--- src/rtl/ace_snap_dump.sv ---
// ace_snap_dump
// Dumps the Jupiter Ace RAM image (0x2000..END_ADDR) as an .ace run-length
// compressed byte stream while holding the CPU. Reads that fall in the
// 0x2100..0x217F page return the CPU register set captured at start instead of memory.
//
// Ports
//   clk, reset          system clock, asynchronous active-high reset
//   start               one-cycle dump request (ignored while busy)
//   reg_snap[211:0]     CPU register vector (T80 DIR layout)
//   cpu_hold, busy      high for the whole dump, fall the cycle after done
//   done                one-cycle pulse after the ED 00 terminator is accepted
//   mem_addr, mem_rd    RAM read port; mem_data valid the cycle after mem_rd
//   mem_data[7:0]       RAM read data
//   out_data/valid/ready  byte stream to host
//
// state      | meaning
// IDLE       | waiting for start
// LATCH      | register snapshot held, CPU held
// FETCH      | issue memory read or pick register page byte
// WAIT       | capture mem_data
// ACCUM      | merge byte into run, or request a flush first
// EMIT_ED    | ED marker of a compressed record
// EMIT_CNT   | run length of a compressed record
// EMIT_VAL   | run value of a compressed record
// EMIT_LIT   | run emitted literally, one byte per accept
// FLUSH_END  | last address absorbed, flush final run
// TERM0      | terminator ED
// TERM1      | terminator 00
// DONE       | done pulse
module ace_snap_dump #(
   parameter logic [15:0] END_ADDR = 16'h3FFF,
   parameter int unsigned MAX_RUN  = 240
) (
   input  logic         clk,
   input  logic         reset,
   input  logic         start,
   input  logic [211:0] reg_snap,
   output logic         cpu_hold,
   output logic         busy,
   output logic         done,
   output logic [15:0]  mem_addr,
   output logic         mem_rd,
   input  logic [7:0]   mem_data,
   output logic [7:0]   out_data,
   output logic         out_valid,
   input  logic         out_ready
);

   typedef enum logic [3:0] {
      S_IDLE, S_LATCH, S_FETCH, S_WAIT, S_ACCUM, S_EMIT_ED, S_EMIT_CNT,
      S_EMIT_VAL, S_EMIT_LIT, S_FLUSH_END, S_TERM0, S_TERM1, S_DONE
   } state_t;

   localparam logic [7:0] MAX_RUN_B = 8'(MAX_RUN);

   state_t         state_q, state_d;
   logic [15:0]    addr_q, addr_d;
   logic [7:0]     byte_q, byte_d;
   logic [7:0]     run_val_q, run_val_d;
   logic [7:0]     run_len_q, run_len_d;
   logic           fin_q, fin_d;
   logic [211:0]   snap_q, snap_d;

   logic           last;
   logic           in_page;
   logic           need_ed;
   state_t         flush_state;
   state_t         ret_state;

   function automatic logic [7:0] page_byte(input logic [211:0] r, input logic [6:0] off);
      logic [7:0] b;
      case (off)
         7'h00: b = r[15:8];
         7'h01: b = r[7:0];
         7'h04: b = r[87:80];
         7'h05: b = r[95:88];
         7'h08: b = r[103:96];
         7'h09: b = r[111:104];
         7'h0C: b = r[119:112];
         7'h0D: b = r[127:120];
         7'h10: b = r[135:128];
         7'h11: b = r[143:136];
         7'h14: b = r[199:192];
         7'h15: b = r[207:200];
         7'h18: b = r[55:48];
         7'h19: b = r[63:56];
         7'h1C: b = r[71:64];
         7'h1D: b = r[79:72];
         7'h20: b = r[31:24];
         7'h21: b = r[23:16];
         7'h24: b = r[151:144];
         7'h25: b = r[159:152];
         7'h28: b = r[167:160];
         7'h29: b = r[175:168];
         7'h2C: b = r[183:176];
         7'h2D: b = r[191:184];
         7'h30: b = {6'b0, r[209:208]};
         7'h34: b = {7'b0, r[210]};
         7'h38: b = {7'b0, r[211]};
         7'h3C: b = r[39:32];
         7'h40: b = r[47:40];
         default: b = 8'h00;
      endcase
      return b;
   endfunction

   always_ff @(posedge clk or posedge reset) begin
      if (reset) begin
         state_q   <= S_IDLE;
         addr_q    <= 16'h2000;
         byte_q    <= 8'h00;
         run_val_q <= 8'h00;
         run_len_q <= 8'h00;
         fin_q     <= 1'b0;
         snap_q    <= '0;
      end else begin
         state_q   <= state_d;
         addr_q    <= addr_d;
         byte_q    <= byte_d;
         run_val_q <= run_val_d;
         run_len_q <= run_len_d;
         fin_q     <= fin_d;
         snap_q    <= snap_d;
      end
   end

   assign last        = (addr_q == END_ADDR);
   assign in_page     = (addr_q[15:7] == 9'h042);
   // A lone ED byte must be escaped, otherwise the loader would read it as a marker.
   assign need_ed     = (run_len_q >= 8'd3) || (run_val_q == 8'hED);
   assign flush_state = need_ed ? S_EMIT_ED : S_EMIT_LIT;
   // After a flush, either go back to absorb the pending byte or finish.
   assign ret_state   = fin_q ? S_TERM0 : S_ACCUM;

   always_comb begin
      state_d   = state_q;
      addr_d    = addr_q;
      byte_d    = byte_q;
      run_val_d = run_val_q;
      run_len_d = run_len_q;
      fin_d     = fin_q;
      snap_d    = snap_q;
      mem_rd    = 1'b0;
      out_valid = 1'b0;
      out_data  = 8'h00;
      done      = 1'b0;

      case (state_q)
         S_IDLE: begin
            if (start) begin
               snap_d    = reg_snap;
               addr_d    = 16'h2000;
               run_len_d = 8'h00;
               fin_d     = 1'b0;
               state_d   = S_LATCH;
            end
         end
         S_LATCH: state_d = S_FETCH;
         S_FETCH: begin
            if (in_page) begin
               byte_d  = page_byte(snap_q, addr_q[6:0]);
               state_d = S_ACCUM;
            end else begin
               mem_rd  = 1'b1;
               state_d = S_WAIT;
            end
         end
         S_WAIT: begin
            byte_d  = mem_data;
            state_d = S_ACCUM;
         end
         S_ACCUM: begin
            if ((run_len_q == 8'h00) ||
                ((byte_q == run_val_q) && (run_len_q < MAX_RUN_B))) begin
               run_val_d = byte_q;
               run_len_d = run_len_q + 8'd1;
               if (last) begin
                  fin_d   = 1'b1;
                  state_d = S_FLUSH_END;
               end else begin
                  addr_d  = addr_q + 16'd1;
                  state_d = S_FETCH;
               end
            end else begin
               state_d = flush_state;
            end
         end
         S_FLUSH_END: state_d = flush_state;
         S_EMIT_ED: begin
            out_valid = 1'b1;
            out_data  = 8'hED;
            if (out_ready) state_d = S_EMIT_CNT;
         end
         S_EMIT_CNT: begin
            out_valid = 1'b1;
            out_data  = run_len_q;
            if (out_ready) state_d = S_EMIT_VAL;
         end
         S_EMIT_VAL: begin
            out_valid = 1'b1;
            out_data  = run_val_q;
            if (out_ready) begin
               run_len_d = 8'h00;
               state_d   = ret_state;
            end
         end
         S_EMIT_LIT: begin
            out_valid = 1'b1;
            out_data  = run_val_q;
            if (out_ready) begin
               run_len_d = run_len_q - 8'd1;
               if (run_len_q == 8'd1) state_d = ret_state;
            end
         end
         S_TERM0: begin
            out_valid = 1'b1;
            out_data  = 8'hED;
            if (out_ready) state_d = S_TERM1;
         end
         S_TERM1: begin
            out_valid = 1'b1;
            out_data  = 8'h00;
            if (out_ready) state_d = S_DONE;
         end
         S_DONE: begin
            done    = 1'b1;
            state_d = S_IDLE;
         end
         default: state_d = S_IDLE;
      endcase
   end

   assign busy     = (state_q != S_IDLE);
   assign cpu_hold = busy;
   assign mem_addr = addr_q;

endmodule
--- config.mk ---
export PLATFORM = sky130hd
export DESIGN_NAME = ace_snap_dump
export DESIGN_NICKNAME = d
export VERILOG_FILES = /design/src/rtl/ace_snap_dump.sv
export SDC_FILE = /design/constraint.sdc
export NUM_CORES = 1
export LEC_CHECK = 0
export BUFFER_PORTS_ARGS = -buffer_cell sky130_fd_sc_hd__clkbuf_2
export CELL_PAD_IN_SITES_DETAIL_PLACEMENT = 0
export CELL_PAD_IN_SITES_GLOBAL_PLACEMENT = 1
export CORE_AREA = 2 2 228 140
export CTS_BUF_LIST = sky130_fd_sc_hd__clkbuf_4 sky130_fd_sc_hd__clkbuf_8
export DETAILED_ROUTE_END_ITERATION = 8
export DIE_AREA = 0 0 230 142
export HOLD_SLACK_MARGIN = 0.15
export PLACE_DENSITY = 0.78
export SLEW_MARGIN = 10
export SYNTH_ARGS = -nofsm -noshare
export SYNTH_HDL_FRONTEND = slang
export SYNTH_SLANG_ARGS = --single-unit
--- constraint.sdc ---
create_clock -name clk -period 12.1 [get_ports clk]
set_input_delay 3.63 -clock clk [delete_from_list [all_inputs] [get_ports clk]]
set_output_delay 3.63 -clock clk [all_outputs]
set_load 0.01 [all_outputs]
==> results of run 1 <==
[synth_stat cells (7+ instances only)]
| library cell | count |
|---|---|
| a2111oi_0 | 11 |
| a21oi_1 | 26 |
| a22oi_1 | 85 |
| and3_1 | 44 |
| buf_1 | 9 |
| buf_2 | 28 |
| clkbuf_1 | 53 |
| dfrtp_1 | 256 |
| ha_1 | 7 |
| inv_1 | 15 |
| mux2_2 | 8 |
| nand2_1 | 682 |
| nand2b_1 | 11 |
| nand3_1 | 27 |
| nand4_1 | 20 |
| nor2_1 | 37 |
| nor2b_1 | 10 |
| nor3_1 | 26 |
| nor4_1 | 14 |
| o21ai_0 | 19 |
| o21ai_1 | 17 |
| xnor2_1 | 11 |
| xor2_1 | 11 |
[logic make-up after synthesis]
family                     share of synthesized area [%]
xor gates and xnor gates                           1.515
buffers and inverters                              3.670
muxes                                             0.7085
and+or+nand+nor                                    30.49
adders and majority gates                         0.6887
AOI/OAI and AO/OA                                  12.34
DFF                                                50.59
[routing by layer]
layer,share of wire [%],track usage [%],up-vias
met1,48,45.29,5899
met3,11,8.233,57
met5,0.14,1.488,-
met4,1.5,5.637,2
li1,-,-,5585
met2,40,37.78,580
[per-stage QoR]
| step | instance area (µm²) | std cells | util (%) |
|---|---|---|---|
| after floorplan | 12720 | 1527 | - |
| after global placement | 14240 | 2116 | 46.46 |
| after detailed placement | 14240 | 2116 | 46.46 |
| after CTS | 15070 | 2185 | 49.17 |
| after global routing | 15070 | 2185 | 49.17 |
| final | 15070 | 2185 | 49.17 |
[layout make-up]
| class | instances | area, µm² | area share (%) |
|---|---|---|---|
| Multi-Input combinational cell | 1161 | 5852 | 38.83 |
| Clock inverter | 7 | 38.79 | 0.2573 |
| Sequential cell | 257 | 6432 | 42.68 |
| Inverter | 15 | 63.81 | 0.4234 |
| Timing Repair Buffer | 267 | 1374 | 9.115 |
| Tap cell | 416 | 520.5 | 3.453 |
| Clock buffer | 62 | 790.8 | 5.247 |
[power by group through the flow]
stage | logic [mW] | registers [mW] | clock network, mW
after global routing | 1.25 | 1.55 | 0.826
after CTS | 1.11 | 1.50 | 0.782
after global placement | 1.08 | 1.51 | 0
final | 1.11 | 1.52 | 0.775
after floorplan | 0.835 | 1.40 | 0
after detailed placement | 1.10 | 1.51 | 0
[flip-flops by register name (all words and copies together), names as in the netlist]
name,cells
snap_q,212
run_val_q,8
mem_addr,16
byte_q,8
state_q,4
fin_q,1
run_len_q,8
[worst min-delay path by stage]
stage | endpoint | cells past startpoint
4_1_cts | snap_q[110] | 2
5_1_grt | snap_q[110] | 2
3_3_place_gp | snap_q[63] | 2
6_report | snap_q[63] | 2
2_1_floorplan | snap_q[107] | 2
3_5_place_dp | snap_q[110] | 2
[worst reg2reg max path, delay by kind of cell, from the launching register on]
kind | cells | cell delay [ps]
buffers and inverters | 2 | 1580
flip-flops | 1 | 650
AND/OR/NAND/NOR | 4 | 1520
==> impl_metrics.json, run 1 <==
{
  "final_nets": 1973,
  "cp-end-kind": "primary output",
  "swShare_pct": 40.06,
  "grt_pass1_wl_um": 70350,
  "yosys-top-cells-area": "dfrtp_1 (50%), nand2_1 (20%), a22oi_1 (5.0%)",
  "ys_async_sr_fraction_pct": 100.0,
  "crit_family": "compound AO/OA/AOI/OAI gates",
  "vias_per_cell": 5.548,
  "status": "finished clean",
  "setup_viol": 0,
  "cpPeakStageDelay_ps": 820,
  "synth_seq_cells": 257,
  "comb_power_share_pct": 32.7,
  "cts_setup_buffers": 0,
  "period_needed_ps": 6623,
  "rows": 50,
  "seq_area_frac_synth_pct": 50.59,
  "grt_usage_pct": 28.57,
  "hp-class": "reg -> reg",
  "crit_start": "state_q[3]",
  "synth_top_area_share_pct": 50.38,
  "cts.repair.resized": 0,
  "reg2reg_depth": 6,
  "routed_wl_um": 47100,
  "final_common_cell": "nand2_1",
  "rsz0062_at_grt": "no",
  "routedWlPerCell_um": 21.55,
  "grt_pass1_vias": 11390,
  "cts_num_sinks": 257,
  "die_y_um": 142,
  "synth_nets": 1758,
  "cp.required_ps": 8470,
  "peakVddDrop_mv": 0.07597,
  "die_area_um2": 32660,
  "die_w_um": 230,
  "ys.warnings.count": 0,
  "num_vias": 12120,
  "dp_hpwl_um": 34370,
  "timing.rr.end": "snap_q[111]",
  "finalCritPeriodShare_pct": 54.74,
  "overflow": 0,
  "crit_buf_inv": 1,
  "pwr-share-clk_pct": 22.8,
  "grt_max_degree": 120,
  "ctsHoldBuffers": 0,
  "drive_above_1_share_pct": 20.52,
  "worst_pin_slew_ps": 1347,
  "drv_cap": 0,
  "powerDensity_nw_per_um2": 225.7,
  "hold_violations": 0,
  "drtIter0Drc": 1363,
  "place_congestion": 0.9024,
  "power.leakage_nw": 7.896,
  "cts_root_buf": "clkbuf_8",
  "synth-edff-count": 0,
  "start_util_pct": 41.48,
  "yosysTopAreaCell": "dfrtp_1",
  "critPathSlowestCell": "dfrtp_1",
  "fin_setup_tns_ps": 0,
  "clkTransAtPathRegs_ps": 70,
  "htreeDepth": 2,
  "fmax_mhz": 151.0,
  "port_buffers": 252,
  "power_frac_seq_pct": 44.6,
  "crit_end": "out_data[6]",
  "io_pins": 253,
  "p_switching_mw": 1.363,
  "cp.depth": 4,
  "antenna_found_initial": 0,
  "num_antenna_cells": 0,
  "syn_area_um2": 12720,
  "n_fill_cell": 3027,
  "antenna_left": 0,
  "min-delay-start": "snap_q[63]",
  "pre_cts_slack_ps": 5747,
  "maxSlewHeadroom_pct": 10.00,
  "cp_max_fo": 21,
  "tritoncts.num_buffers": 40,
  "area_delta_synth_final_pct": 18.53,
  "syn_inst": 1527,
  "layout_common_cells": "nand2_1 (682), dfrtp_1 (256), clkbuf_2 (252)",
  "drtPass1Iterations": 5,
  "crit_arrival_ps": 2990,
  "ys_types": 67,
  "final.setup_skew_ps": 16.12,
  "power.total_mw": 3.402,
  "drv_slew": 0,
  "core_um2": 30650,
  "worst_slack_ps": 5477,
  "syn_avg_cell_area_um2": 8.327,
  "r2r_slack_ps": 8290,
  "crit_chain": "nand2b_1 -> o21ai_0 -> a211o_1 -> clkbuf_2",
  "holdWs_ps": 474.4,
  "cts_tree": "built",
  "critPathLaunchType": "register",
  "path_class": "reg -> out",
  "drc": 0,
  "clk_latency_ps": 570,
  "synth_ff_type": "dfrtp_1",
  "p_int_mw": 2.039,
  "cts_buffer_depth": 3,
  "worstReg2RegStart": "state_q[3]"
}
No activity file was read; power rests on OpenSTA's default activity.
==> run 2: changes to the inputs <==
==> constraint.sdc (replaced) <==
create_clock -name clk -period 6.5 [get_ports clk]
set_input_delay 1.95 -clock clk [delete_from_list [all_inputs] [get_ports clk]]
set_output_delay 1.95 -clock clk [all_outputs]
set_load 0.01 [all_outputs]
==> run 2 against run 1 <==
  * Largest power group unchanged
  * Clock-buffer cell count rose by 4
  * Worst hold slack got worse by 1.3 ps
  * Setup slack worse by 3700 ps
  * Critical endpoint is now out_data[3]
  * Sequential power up 86%
==> impl_metrics.json, run 2 (synthesis gave the netlist of run 1 again) <==
{
  "peakVddDrop_mv": 0.1469,
  "largest_reg_flops": 212,
  "num_antenna_cells": 0,
  "cts_root_buf": "clkbuf_8",
  "place_congestion": 0.9227,
  "critPathLaunchType": "register",
  "cts_setup_buffers": 0,
  "io_pins": 253,
  "final_common_cell": "nand2_1",
  "path_class": "reg -> out",
  "worst_pin_slew_ps": 1428,
  "die_y_um": 142,
  "final_nets": 1976,
  "clk_latency_ps": 580,
  "antenna_found_initial": 1,
  "routed_wl_um": 47340,
  "routedWlPerCell_um": 21.62,
  "top_register": "snap_q",
  "overflow": 0,
  "final.setup_skew_ps": 36.61,
  "drv_slew": 0,
  "maxSlewHeadroom_pct": 4.549,
  "layout_common_cells": "nand2_1 (682), dfrtp_1 (256), clkbuf_2 (252)",
  "start_util_pct": 41.48,
  "rows": 50,
  "cts_num_sinks": 257,
  "rsz0062_at_grt": "no",
  "drive_above_1_share_pct": 20.81,
  "drv_cap": 0,
  "power.leakage_nw": 7.937,
  "cts.repair.resized": 0,
  "drtPass1Iterations": 6,
  "hold_violations": 0,
  "clkTransAtPathRegs_ps": 70,
  "final_area_um2": 15190,
  "powerDensity_nw_per_um2": 426.2,
  "num_vias": 12120,
  "grt_pass1_vias": 11390,
  "status": "finished clean",
  "dp_hpwl_um": 34430,
  "antenna_left": 0,
  "fin_setup_tns_ps": 0,
  "finalCritPeriodShare_pct": 72.48,
  "fmax_mhz": 212.3,
  "port_buffers": 252,
  "grt_usage_pct": 28.61,
  "cts_buffer_depth": 3,
  "setup_viol": 0,
  "die_w_um": 230,
  "drtIter0Drc": 1352,
  "grt_pass1_wl_um": 70280,
  "die_area_um2": 32660,
  "cts_tree": "built",
  "area_delta_synth_final_pct": 19.42,
  "period_needed_ps": 4711,
  "cp_max_fo": 21,
  "tritoncts.num_buffers": 42,
  "core_um2": 30650,
  "cp.required_ps": 4550,
  "ctsHoldBuffers": 0,
  "grt_max_degree": 131,
  "drc": 0,
  "crit_arrival_ps": 2760,
  "place_area_um2": 14280,
  "cp-end-kind": "primary output",
  "hp-class": "reg -> reg",
  "vias_per_cell": 5.536,
  "htreeDepth": 2
}
[run 2: changes by cell type in the layout (fill, tap and decap cells not counted), sizes merged]
cell      delta
clkinvlp     +2
clkbuf       +4
inv          -2
buf          +1
bufinv       +2
clkinv       -3
[run 2: per-layer routing]
metal	vias to the layer above	routed length [µm]	global-route usage, %
li1	5608	-	-
met1	5886	22840	45.04
met2	559	18750	37.82
met3	66	4887	8.654
met4	0	862	6.214
met5	-	0	0
[run 2: final cells by class]
type | count | area [µm²]
clock buffer | 66 | 820.8
inverter | 15 | 60.06
fill | 3080 | 15470
multi-input combinational | 1161 | 5863
tap | 416 | 520.5
clock inverter | 6 | 82.58
timing repair buffer | 268 | 1406
sequential | 257 | 6432
[run 2: report_power, final]
part,switching [mW],internal [mW]
registers,0.528,2.29
clock network,0.688,0.878
logic,1.35,0.737
[run 2: worst paths after layout]
kind,from,to,slack (ps),depth (start not counted)
max,state_q[3],out_data[3],1790,4
min,snap_q[177],snap_q[177],470,2
max reg2reg,mem_addr[6],byte_q[2],2760,7
min reg2reg,snap_q[177],snap_q[177],470,2
max in group asynchronous,reset,snap_q[120],3770,3
min in group asynchronous,reset,state_q[0],1480,2
[run 2: stage by stage]
step                power (mW)  utilization (%)  instances  hold WS (ps)  setup WS [ps]
floorplan                4.153                -       1527         437.4           1165
global placement         4.822            46.56       2117         451.1           2509
detailed placement       4.870            46.58       2117         457.7           2491
CTS                      6.451            49.52       2189         474.1           1848
global route             6.890            49.54       2189         485.6           1491
finish                   6.473            49.54       2189         473.1           1789
[run 2: worst max-delay path, stage by stage, from the launching register on]
cell,delay (ps)
dfrtp_1,770
nand2b_1,440
o21ai_0,600
a211o_1,230
clkbuf_2,130
